==> config.mk <==
export PLATFORM = sky130hd
export DESIGN_NAME = mux_arbiter_2x1
export DESIGN_NICKNAME = d
export VERILOG_FILES = /design/src/rtl/mux_arbiter_2x1.sv
export SDC_FILE = /design/constraint.sdc
export NUM_CORES = 1
export LEC_CHECK = 0
export CAP_MARGIN = 25
export CORE_ASPECT_RATIO = 0.6
export CORE_UTILIZATION = 45
export DETAILED_ROUTE_END_ITERATION = 6
export PLACE_DENSITY = 0.95
export SYNTH_ARGS = -nofsm -noshare
export SYNTH_HDL_FRONTEND = slang
export SYNTH_SLANG_ARGS = --single-unit
export TNS_END_PERCENT = 50
==> constraint.sdc <==
create_clock -name clk -period 2.73 [get_ports clk]
set_input_delay 0.546 -clock clk [delete_from_list [all_inputs] [get_ports clk]]
set_output_delay 0.546 -clock clk [all_outputs]
set_load 0.02 [all_outputs]
==> src/rtl/mux_arbiter_2x1.sv <==
// mux_arbiter_2x1: burst round-robin arbiter sharing one registered 8-bit
// output between two first-word-fall-through FIFOs.
//
// Handshake: the FIFOs present a head word whenever *_empty is low, and
// pop0/pop1 consume that head at the rising edge where they are high.
// The output side has no ready. valid_out qualifies data_out for exactly one
// cycle. The downstream stage throttles the arbiter through down_almost_full,
// one cycle ahead, and absorbs the single in-flight word with its own margin.
//
// Grant rule: the current owner keeps popping until it has taken BURST words
// while the other port waits, or until it runs dry. A lone non-empty port
// re-arms its burst instead of stalling.
module mux_arbiter_2x1 #(
  parameter int BW    = 8,
  parameter int BURST = 4,
  parameter int CNT_W = 8
) (
  input  logic             clk,
  input  logic             reset,
  input  logic             fifo0_empty,
  input  logic             fifo1_empty,
  input  logic [BW-1:0]    fifo0_data,
  input  logic [BW-1:0]    fifo1_data,
  input  logic             down_almost_full,
  output logic             pop0,
  output logic             pop1,
  output logic             selector,
  output logic [BW-1:0]    data_out,
  output logic             valid_out,
  output logic [CNT_W-1:0] grant_count0,
  output logic [CNT_W-1:0] grant_count1,
  output logic             idle,
  output logic             dbg_owner,
  output logic [3:0]       dbg_bcnt
);

  typedef enum logic {
    OWN0 = 1'b0,
    OWN1 = 1'b1
  } owner_t;

  // Legal BURST is 1..15, so four bits always hold the burst counter.
  localparam logic [3:0] BURST_MAX = 4'(BURST);

  owner_t     cur;
  owner_t     cur_n;
  logic [3:0] bcnt;
  logic [3:0] bcnt_n;

  logic ne0;
  logic ne1;
  logic ne_cur;
  logic ne_oth;
  logic pop_cur;
  logic pop_oth;
  owner_t oth;

  assign ne0 = ~fifo0_empty;
  assign ne1 = ~fifo1_empty;

  // Owner and burst-count register; reset discards any burst in progress.
  always_ff @(posedge clk) begin
    if (reset) begin
      cur  <= OWN0;
      bcnt <= 4'd0;
    end else begin
      cur  <= cur_n;
      bcnt <= bcnt_n;
    end
  end

  // Grant decision: pick which port pops this cycle and the next owner state.
  always_comb begin
    cur_n   = cur;
    bcnt_n  = bcnt;
    pop_cur = 1'b0;
    pop_oth = 1'b0;
    oth     = (cur == OWN0) ? OWN1 : OWN0;
    ne_cur  = (cur == OWN1) ? ne1 : ne0;
    ne_oth  = (cur == OWN1) ? ne0 : ne1;
    if (!reset && !down_almost_full) begin
      if (ne_cur && (bcnt < BURST_MAX)) begin
        pop_cur = 1'b1;
        bcnt_n  = bcnt + 4'd1;
      end else if (ne_oth) begin
        // Burst exhausted or owner ran dry: hand over with no bubble.
        pop_oth = 1'b1;
        cur_n   = oth;
        bcnt_n  = 4'd1;
      end else if (ne_cur) begin
        // Nobody else wants the mux, so the owner starts a fresh burst.
        pop_cur = 1'b1;
        bcnt_n  = 4'd1;
      end else begin
        bcnt_n  = 4'd0;
      end
    end
  end

  // Map the owner-relative grant onto the physical pop strobes.
  always_comb begin
    pop0 = 1'b0;
    pop1 = 1'b0;
    if (pop_cur) begin
      pop0 = (cur == OWN0);
      pop1 = (cur == OWN1);
    end else if (pop_oth) begin
      pop0 = (cur == OWN1);
      pop1 = (cur == OWN0);
    end
  end

  // Register the granted word; selector keeps the last port across bubbles.
  always_ff @(posedge clk) begin
    if (reset) begin
      data_out  <= '0;
      valid_out <= 1'b0;
      selector  <= 1'b0;
    end else if (pop0) begin
      data_out  <= fifo0_data;
      valid_out <= 1'b1;
      selector  <= 1'b0;
    end else if (pop1) begin
      data_out  <= fifo1_data;
      valid_out <= 1'b1;
      selector  <= 1'b1;
    end else begin
      data_out  <= '0;
      valid_out <= 1'b0;
    end
  end

  // Per-port grant counters, wrapping modulo 2^CNT_W.
  always_ff @(posedge clk) begin
    if (reset) begin
      grant_count0 <= '0;
      grant_count1 <= '0;
    end else begin
      if (pop0) grant_count0 <= grant_count0 + CNT_W'(1);
      if (pop1) grant_count1 <= grant_count1 + CNT_W'(1);
    end
  end

  assign idle      = fifo0_empty & fifo1_empty & ~pop0 & ~pop1;
  assign dbg_owner = cur;
  assign dbg_bcnt  = bcnt;

endmodule

; ---- After elaboration in Yosys (flattened, before gate mapping)
; Cells that the tools add are included.
[word_totals]
input_bits = 21
wordCells = 47
reg_bits = 31
output_inout_bits = 34
[classes]
reduce_logical = 6
order_cmp = 1
muxes = 21
add_sub_neg = 3
bitwise_logic = 9
[op_table]
columns = cell, n
row1 = 1-bit two-way mux, 18
row2 = "8-bit by 1-bit adder with 8-bit output, second input constant", 2
row3 = 8-bit two-way mux, 2
row4 = 1-bit inverter, 6
row5 = "4-bit by 1-bit adder with 4-bit output, second input constant", 1
row6 = "4-bit by 3-bit < comparator with 1-bit output, second input constant", 1
row7 = 4-bit two-way mux, 1
row8 = 1-bit AND, 3
row9 = 3-bit AND reduction, 1
row10 = 1-bit logical AND, 2
row11 = 1-bit zero test, 2
row12 = 2-bit OR reduction, 1

; ---- Longest topological paths before layout
; Gate-level depths: netlist of run 1.
[depth]
word_depth = 10
mapped_depth = 5
mapped_depth_nobuf = 4

; ---- Worst setup path after synthesis of run 1
; OpenSTA, ideal clock, no wires.
[synth_timing]
path_type = in2out
startpoint = in fifo0_empty
endpoint = out pop0
path_stages = 3
arrival_ps = 1436
setup_slack_ps = 748
path_buffers = 1
t_required_ps = 2184
cell_sequence = or3_4 buf_6 nor2_2
[synth_between]
elab_chain_cells = 7
elab_cells_between_ends = 13
classes_between = mux (11) / bitwise (1) / reduce/logical (1)
[synth_rtl]
columns = item, line_no
row1 = from (decl), 20  ; input logic fifo0_empty,
row2 = 1-bit inverter (*), 58  ; assign ne0 = ~fifo0_empty;
row3 = 1-bit two-way mux (on tied branches), "80, 79"
row4 = 1-bit two-way mux (tied with other cells), 85  ; end else if (ne_oth) begin
row5 = 1-bit two-way mux (on tied branches), "82, 85"
row6 = 1-bit two-way mux (on tied branches), "81, 82"
row7 = 1-bit two-way mux (on tied branches), "107, 81"
row8 = 1-bit two-way mux (*), 104  ; if (pop_cur) begin
row9 = to (decl), 25  ; output logic pop0,
; Mark *: on every way between the ends. The rest lies on a longest branch, timed or not.

; ---- Worst setup path in the final report of run 1
[layout_timing]
startpoint = in fifo0_empty
endpoint = out pop1
[layout_between]
elab_chain_cells = 7
elab_cells_between_ends = 13
classes_between = mux (11) / bitwise (1) / reduce/logical (1)
[layout_rtl]
columns = item, line_no
row1 = 1-bit inverter (*), 58
row2 = 1-bit two-way mux (on tied branches), "80, 79"
row3 = 1-bit two-way mux (tied with other cells), 85
row4 = 1-bit two-way mux (on tied branches), "82, 85"
row5 = 1-bit two-way mux (on tied branches), "81, 82"
row6 = 1-bit two-way mux (on tied branches), "107, 81"
row7 = 1-bit two-way mux (*), 104
row8 = to (decl), 26  ; output logic pop1,
; Marks and branches as above.

==> flow_metrics.py, run 1 <==
metrics = {
    "drt": {
        "routed_wl_um": 4280,
        "drtIter0Drc": 124,
        "ant_nets": 0,
        "drt_pre_antenna_iters": 4,
        "via_per_inst": 5.86,
        "drc": 0,
        "vias": 1453,
        "wl_per_cell_um": 17.2,
    },
    "global_route": {
        "grt_pass1_vias": 1396,
        "grt_remaining_overflow": 0,
        "grt_use_total": 0.281,
        "grt_max_degree": 21,
        "antenna_found_initial": 0,
        "grt_first_pass_wirelength_um": 6560,
    },
    "cells_and_area": {
        "final_cell_mix": "52 x clkdlybuf4s50_1, 31 x dfxtp_1, 14 x a21oi_1",
        "diodes": 0,
        "drive_above_1_share": 0.120,
        "multi_input_area_um2": 676,
        "final_common_cell": "clkdlybuf4s50_1",
        "finish.utilization": 0.782,
        "nets": 231,
        "nFillCells": 168,
        "syn2layout_area_growth_pct": 54.7,
        "fin_area_um2": 2100,
        "fin_cells": 248,
        "seq_area_um2": 621,
    },
    "worst_hold_path": {
        "hold_class": "reg2reg",
    },
    "synth": {
        "synth_compound_area_frac": 0.224,
        "syn_area_per_cell_um2": 9.54,
        "synth_nets": 166,
        "synth-adder-area-share": 0.0277,
        "synth_top_family_by_area": "simple AND/OR/NAND/NOR gates",
        "yosys_warnings": 0,
        "netlist_area_um2": 1360,
        "synthMuxAreaShare": 0.0148,
        "synthCells": 142,
        "yosysSeqAreaShare": 0.458,
        "ys_ff_latch": 31,
        "yosysUniqueCellTypes": 40,
        "synth_edf_count": 0,
        "synthArstFlopShare": 0,
        "synth-simple-area-share": 0.225,
        "yosys.area_share.xor_xnor": 0.00646,
        "synth-main-ff-cell": "dfxtp_1",
    },
    "clock_tree": {
        "cts_sinks": 31,
        "clock_latency_ns": 0.28,
        "h-tree-depth": 2,
        "clockRootBuffer": "clkbuf_8",
        "cts_buffers": 5,
        "clk_pin_slew_worst_paths_ns": 0.06,
        "cts_max_path_buffers": 2,
        "cts_tree": "built",
        "cts_hold_buf": 0,
    },
    "critical_path": {
        "critical_path_buf_inv_count": 2,
        "cp_top_family": "buffers and inverters",
        "critical_path_class": "in2out",
        "crit_required_ns": 2.18,
        "crit_slowest_cell": "clkdlybuf4s50_1",
        "crit_path_end_kind": "output port",
        "crit_chain": "clkdlybuf4s50_1, or4_4, o2111a_1, dlygate4sd2_1",
        "cp_max_fo": 6,
        "cp-start-kind": "input port",
        "critical_path.max_stage_delay_ns": 0.49,
        "cp.arrival_ns": 1.99,
    },
    "sta": {
        "setup_slack_ns": 0.193,
        "holdWs_ns": 0.497,
        "rsz0062_at_grt": "false",
        "slew_viol_final": 0,
        "fin_crit_ns": 2.54,
        "setup_viol": 0,
        "slew_headroom": 0.572,
        "skew_ns": 0.00953,
        "fin_crit_sh": 0.929,
        "clock.fmax_mhz": 394,
        "worst_slew_pin_slew_ns": 0.641,
        "fin_setup_tns_ns": 0,
        "hold_violations": 0,
    },
    "die": {
        "coreArea_um2": 2680,
        "dieHeight_um": 44.5,
        "rows": 14,
        "die_x_um": 72.8,
        "io_pins": 55,
        "die_area_um2": 3240,
        "start_util": 0.506,
    },
    "placed_design": {
        "dp.cells": 240,
        "place_hpwl_um": 3100,
        "routabilityCongestion": 0.837,
        "place_area_um2": 1980,
        "dp_slack_ns": -0.0279,
        "io_buffers": 54,
    },
    "flow_run": {
        "maxCapViolCount": 0,
    },
    "power": {
        "vdd_drop_max_mv": 0.499,
        "leakage_nw": 0.757,
        "p_per_area_nw_per_um2": 511,
        "p_total_mw": 1.07,
    },
    "outcome": {
        "status": "complete, no violations",
    },
}
-- timing repair --
action,CTS,global route
endpoints found under the hold margin,0,0
gates resized for setup,2,0
setup buffers,0,0
setup endpoints to repair,2,0
-- registers in the layout, indices dropped and copies added, names as in the netlist --
name	flops
data_out	8
dbg_bcnt	4
dbg_owner	1
grant_count0	8
grant_count1	8
selector	1
valid_out	1
-- per-layer routing --
metal  GRT usage  part of all wire  up-vias
met2       0.480              0.51       59
met3      0.0797             0.061       10
met5           0                 0        -
li1            -                 -      680
met1       0.317              0.41      704
met4       0.176             0.022        0
-- cell usage after synthesis, types with 2 or more instances --
cell      count  share of area
dfxtp_1      31           0.46
a21oi_1      14          0.052
a22o_1        8          0.052
nand2_1       8          0.022
nor3_1        6          0.022
or4_1         6          0.033
nand3_1       5          0.018
nor2_1        5          0.014
o21ai_0       5          0.018
o31ai_1       5          0.028
or3_1         5          0.023
ha_1          3          0.028
inv_1         3         0.0083
nand3b_1      3          0.017
nand4_1       3          0.014
buf_2         2         0.0074
buf_6         2          0.017
clkbuf_1      2         0.0055
mux2i_1       2          0.015
nor3_2        2          0.015
o21ai_1       2         0.0074
o311ai_0      2          0.013
-- cell families (layout without fill, tap and decap cells) --
group                      count (synthesis)  count (layout)
buffers and inverters                     10              76
DFF                                       31              31
and+or+nand+nor                           51              51
adders and majority gates                  3               3
AOI/OAI and AO/OA                         44              44
muxes                                      2               2
xor gates and xnor gates                   1               1
-- final timing paths --
path	start	end	slack, ns	cells past startpoint
worst min register to register	dbg_bcnt[1]$_SDFFE_PP0P_	dbg_bcnt[1]$_SDFFE_PP0P_	0.50	2
worst min-delay path	dbg_bcnt[1]$_SDFFE_PP0P_	dbg_bcnt[1]$_SDFFE_PP0P_	0.50	2
worst max-delay path	fifo0_empty	pop1	0.19	4
worst max register to register	dbg_bcnt[2]$_SDFFE_PP0P_	grant_count1[7]$_SDFFE_PP0N_	0.86	5
-- cell type report --
cell class,instances,area share
Sequential cell,31,0.296
Multi-Input combinational cell,101,0.322
Timing Repair Buffer,65,0.296
Clock buffer,6,0.0394
Tap cell,40,0.0239
Inverter,3,0.00537
Clock inverter,2,0.0167
-- power breakdown --
| group | total (mW) | internal, mW | switching (mW) |
|---|---|---|---|
| Sequential | 0.473 | 0.463 | 0.00954 |
| Clock | 0.467 | 0.295 | 0.172 |
| Combinational | 0.131 | 0.0698 | 0.0610 |
| Total | 1.07 | 0.828 | 0.243 |
-- worst reg2reg max path, stage by stage (launching register included) --
cell and delay, ns:
dfxtp_1 0.50, or4_4 0.21, buf_4 0.12, o211ai_2 0.24, or4_1 0.59, a21oi_1 0.16
No activity file was read; power rests on OpenSTA's default activity.
==> run 2, diff against run 1 <==
--- a/config.mk
+++ b/config.mk
@@ -5,11 +5,12 @@
 export SDC_FILE = /design/constraint.sdc
 export NUM_CORES = 1
 export LEC_CHECK = 0
+export ABC_AREA = 1
 export CAP_MARGIN = 25
 export CORE_ASPECT_RATIO = 0.6
-export CORE_UTILIZATION = 45
+export CORE_UTILIZATION = 47
 export DETAILED_ROUTE_END_ITERATION = 6
-export PLACE_DENSITY = 0.95
+export PLACE_DENSITY = 0.94
 export SYNTH_ARGS = -nofsm -noshare
 export SYNTH_HDL_FRONTEND = slang
 export SYNTH_SLANG_ARGS = --single-unit
==> run 2 against run 1 <==
Cell area increased by 7.0%. Non-clock buffer count increased by 1. Synthesized cell count grew 44%. Die area increased by 6.0%. Fmax is 1.6% higher. Power decreased by 1.2%. Critical path type unchanged. Utilization is 2.1 points lower. Hold slack worse by 0.039 ns. Highest routed layer unchanged. Area after synthesis is 11% higher.
==> flow_metrics.py, run 2 <==
metrics = {
    "synth": {
        "yosysUniqueCellTypes": 25,
        "yosys_warnings": 0,
        "netlist.area_leader.share": 0.413,
        "yosys-top-cells-count": "66 x nand2_1, 31 x dfxtp_1, 23 x nand3_1",
        "syn_area_per_cell_um2": 7.33,
        "synth_nets": 229,
        "synth_most_common_cell": "nand2_1",
        "synthTopCellsByArea": "dfxtp_1 41%, nand2_1 16%, nand3_1 7.7%, a21oi_1 4.3%, inv_1 3.7%",
        "yosysTopAreaCell": "dfxtp_1",
        "synthCells": 205,
        "yosysSeqAreaShare": 0.413,
        "netlist_area_um2": 1500,
        "ys_ff_latch": 31,
        "synth-main-ff-cell": "dfxtp_1",
        "synth_edf_count": 0,
        "synthArstFlopShare": 0,
    },
    "critical_path": {
        "cp_max_fo": 3,
        "critical_path.max_stage_delay_ns": 0.50,
        "critical_path_buf_inv_count": 3,
        "crit_path_end_kind": "output port",
        "rrSetupSlack_ns": 1.06,
        "crit_chain": "clkdlybuf4s50_1, nand2_1, nand3_1, nand2_1, nand2_4, nand2_4, inv_4, dlygate4sd2_1",
        "cp-start-kind": "input port",
        "crit_slowest_cell": "clkdlybuf4s50_1",
        "cp.arrival_ns": 1.95,
        "critical_path_class": "in2out",
        "crit_required_ns": 2.18,
        "cp_top_family": "buffers and inverters",
    },
    "clock_tree": {
        "cts_max_path_buffers": 2,
        "cts_sinks": 31,
        "h-tree-depth": 2,
        "clk_pin_slew_worst_paths_ns": 0.06,
        "cts_hold_buf": 0,
        "cts_setup_buffers": 0,
        "clock_latency_ns": 0.28,
        "clockRootBuffer": "clkbuf_8",
        "cts_tree": "built",
        "cts_buffers": 5,
    },
    "sta": {
        "fin_crit_ns": 2.50,
        "hold_violations": 0,
        "rsz0062_at_grt": "false",
        "slew_viol_final": 0,
        "fin_crit_sh": 0.915,
        "slew_headroom": 0.797,
        "clock.fmax_mhz": 400,
        "setup_viol": 0,
        "setup_slack_ns": 0.232,
        "skew_ns": 0.00453,
        "worst_slew_pin_slew_ns": 0.303,
    },
    "power": {
        "p_comb_frac": 0.168,
        "p_sw_mw": 0.272,
        "swShare": 0.257,
        "p_total_mw": 1.06,
        "leakage_nw": 0.962,
        "vdd_drop_max_mv": 0.304,
        "seq_power_share": 0.455,
        "clkPwrFrac": 0.377,
        "p_per_area_nw_per_um2": 472,
        "power.internal_mw": 0.786,
    },
    "die": {
        "die_x_um": 75.0,
        "coreArea_um2": 2950,
        "io_pins": 55,
        "die_area_um2": 3430,
        "start_util": 0.510,
        "rows": 15,
        "dieHeight_um": 45.8,
    },
    "placed_design": {
        "dp_slack_ns": -0.0154,
        "place_area_um2": 2140,
        "routabilityCongestion": 0.818,
        "io_buffers": 54,
        "place_hpwl_um": 2910,
    },
    "drt": {
        "wl_per_cell_um": 13.0,
        "drtIter0Drc": 84,
        "via_per_inst": 5.03,
        "ant_nets": 0,
        "drt_pre_antenna_iters": 4,
        "vias": 1594,
        "drc": 0,
        "routed_wl_um": 4120,
    },
    "cells_and_area": {
        "fin_area_um2": 2240,
        "largestRegisters": "data_out x8, grant_count0 x8, grant_count1 x8",
        "final_cell_mix": "66 x nand2_1, 52 x clkdlybuf4s50_1, 31 x dfxtp_1",
        "diodes": 0,
        "nets": 298,
        "nFillCells": 224,
        "final_common_cell": "nand2_1",
        "syn2layout_area_growth_pct": 49.2,
        "drive_above_1_share": 0.135,
    },
    "outcome": {
        "status": "complete, no violations",
    },
    "flow_run": {
        "maxCapViolCount": 0,
    },
    "global_route": {
        "grt_max_degree": 18,
        "grt_first_pass_wirelength_um": 6410,
        "grt_remaining_overflow": 0,
        "grt_use_total": 0.263,
        "grt_pass1_vias": 1410,
        "antenna_found_initial": 0,
    },
    "worst_hold_path": {
        "hold_class": "reg2reg",
    },
}
## run 2: what timing repair did
item | 4_1_cts | 5_1_grt
gates resized for setup | 2 | 0
setup endpoints to repair | 2 | 0
hold endpoints to repair | 0 | 0
## run 2: cell families (layout without fill, tap and decap cells)
| group | after synthesis | after routing | synth area share |
|---|---|---|---|
| compound gates | 19 | 19 | 0.0674 |
| buf+inv | 22 | 92 | 0.0741 |
| fa+ha+maj | 3 | 3 | 0.0250 |
| simple gates | 123 | 123 | 0.380 |
| xor+xnor | 7 | 7 | 0.0408 |
| flops | 31 | 31 | 0.413 |
## run 2: power groups by stage
| stage | logic, mW | clock network [mW] | registers, mW |
|---|---|---|---|
| global route | 0.190 | 0.428 | 0.484 |
| finish | 0.177 | 0.399 | 0.481 |
| detailed placement | 0.177 | 0 | 0.491 |
| CTS | 0.177 | 0.400 | 0.481 |
| floorplan | 0.0641 | 0 | 0.512 |
| global placement | 0.172 | 0 | 0.490 |
## run 2: layout make-up
type / count / area (um2) / area share
sequential: 31 / 621 / 0.277
clock buffer: 8 / 100 / 0.0446
multi-input combinational: 152 / 771 / 0.344
timing repair buffer: 66 / 628 / 0.280
inverter: 18 / 70.1 / 0.0313
tap: 42 / 52.6 / 0.0234
## run 2: routing by layer
layer	vias up	part of all wire	wire, um	GRT usage
met5	-	0	0	0
met4	0	0.036	149	0.136
met3	15	0.069	283	0.0907
met2	59	0.46	1900	0.423
met1	728	0.43	1790	0.315
li1	792	-	-	-
## run 2: path summary, 6_finish.rpt
path                                               start                            to  depth (start not counted)
worst min-delay path            dbg_bcnt[3]$_SDFFE_PP0P_      dbg_bcnt[3]$_SDFFE_PP0P_                          2
worst max-delay path                         fifo1_empty                          pop1                          8
worst max register to register    dbg_owner$_SDFFE_PP0N_  grant_count0[6]$_SDFFE_PP0P_                          9
worst min register to register  dbg_bcnt[3]$_SDFFE_PP0P_      dbg_bcnt[3]$_SDFFE_PP0P_                          2
## run 2: worst register-to-register path: stages, from the launching register on
cell and delay (ns):
dfxtp_1 0.46, inv_2 0.12, nand2_2 0.11, nand2_2 0.08
nor2_4 0.11, nand3_2 0.11, nand2_4 0.08, buf_4 0.23
nand2_1 0.11, a21oi_1 0.18
## run 2: per-stage QoR
stage / instances / hold slack (ns) / TNS (ns) / utilization
finish: 317 / 0.458 / 0 / 0.761
global route: 317 / 0.481 / 0 / 0.761
CTS: 317 / 0.460 / 0 / 0.761
detailed placement: 309 / 0.444 / -0.0154 / 0.728
global placement: 309 / 0.444 / -0.000144 / 0.728
floorplan: 205 / 0.518 / 0 / -
==> run 3, diff against run 2 <==
--- a/config.mk
+++ b/config.mk
@@ -6,7 +6,7 @@
 export NUM_CORES = 1
 export LEC_CHECK = 0
 export ABC_AREA = 1
-export CAP_MARGIN = 25
+export CAP_MARGIN = 0
 export CORE_ASPECT_RATIO = 0.6
 export CORE_UTILIZATION = 47
 export DETAILED_ROUTE_END_ITERATION = 6
==> results of run 3 <==
Final layout, timing and power as in run 2 (identical DEF).
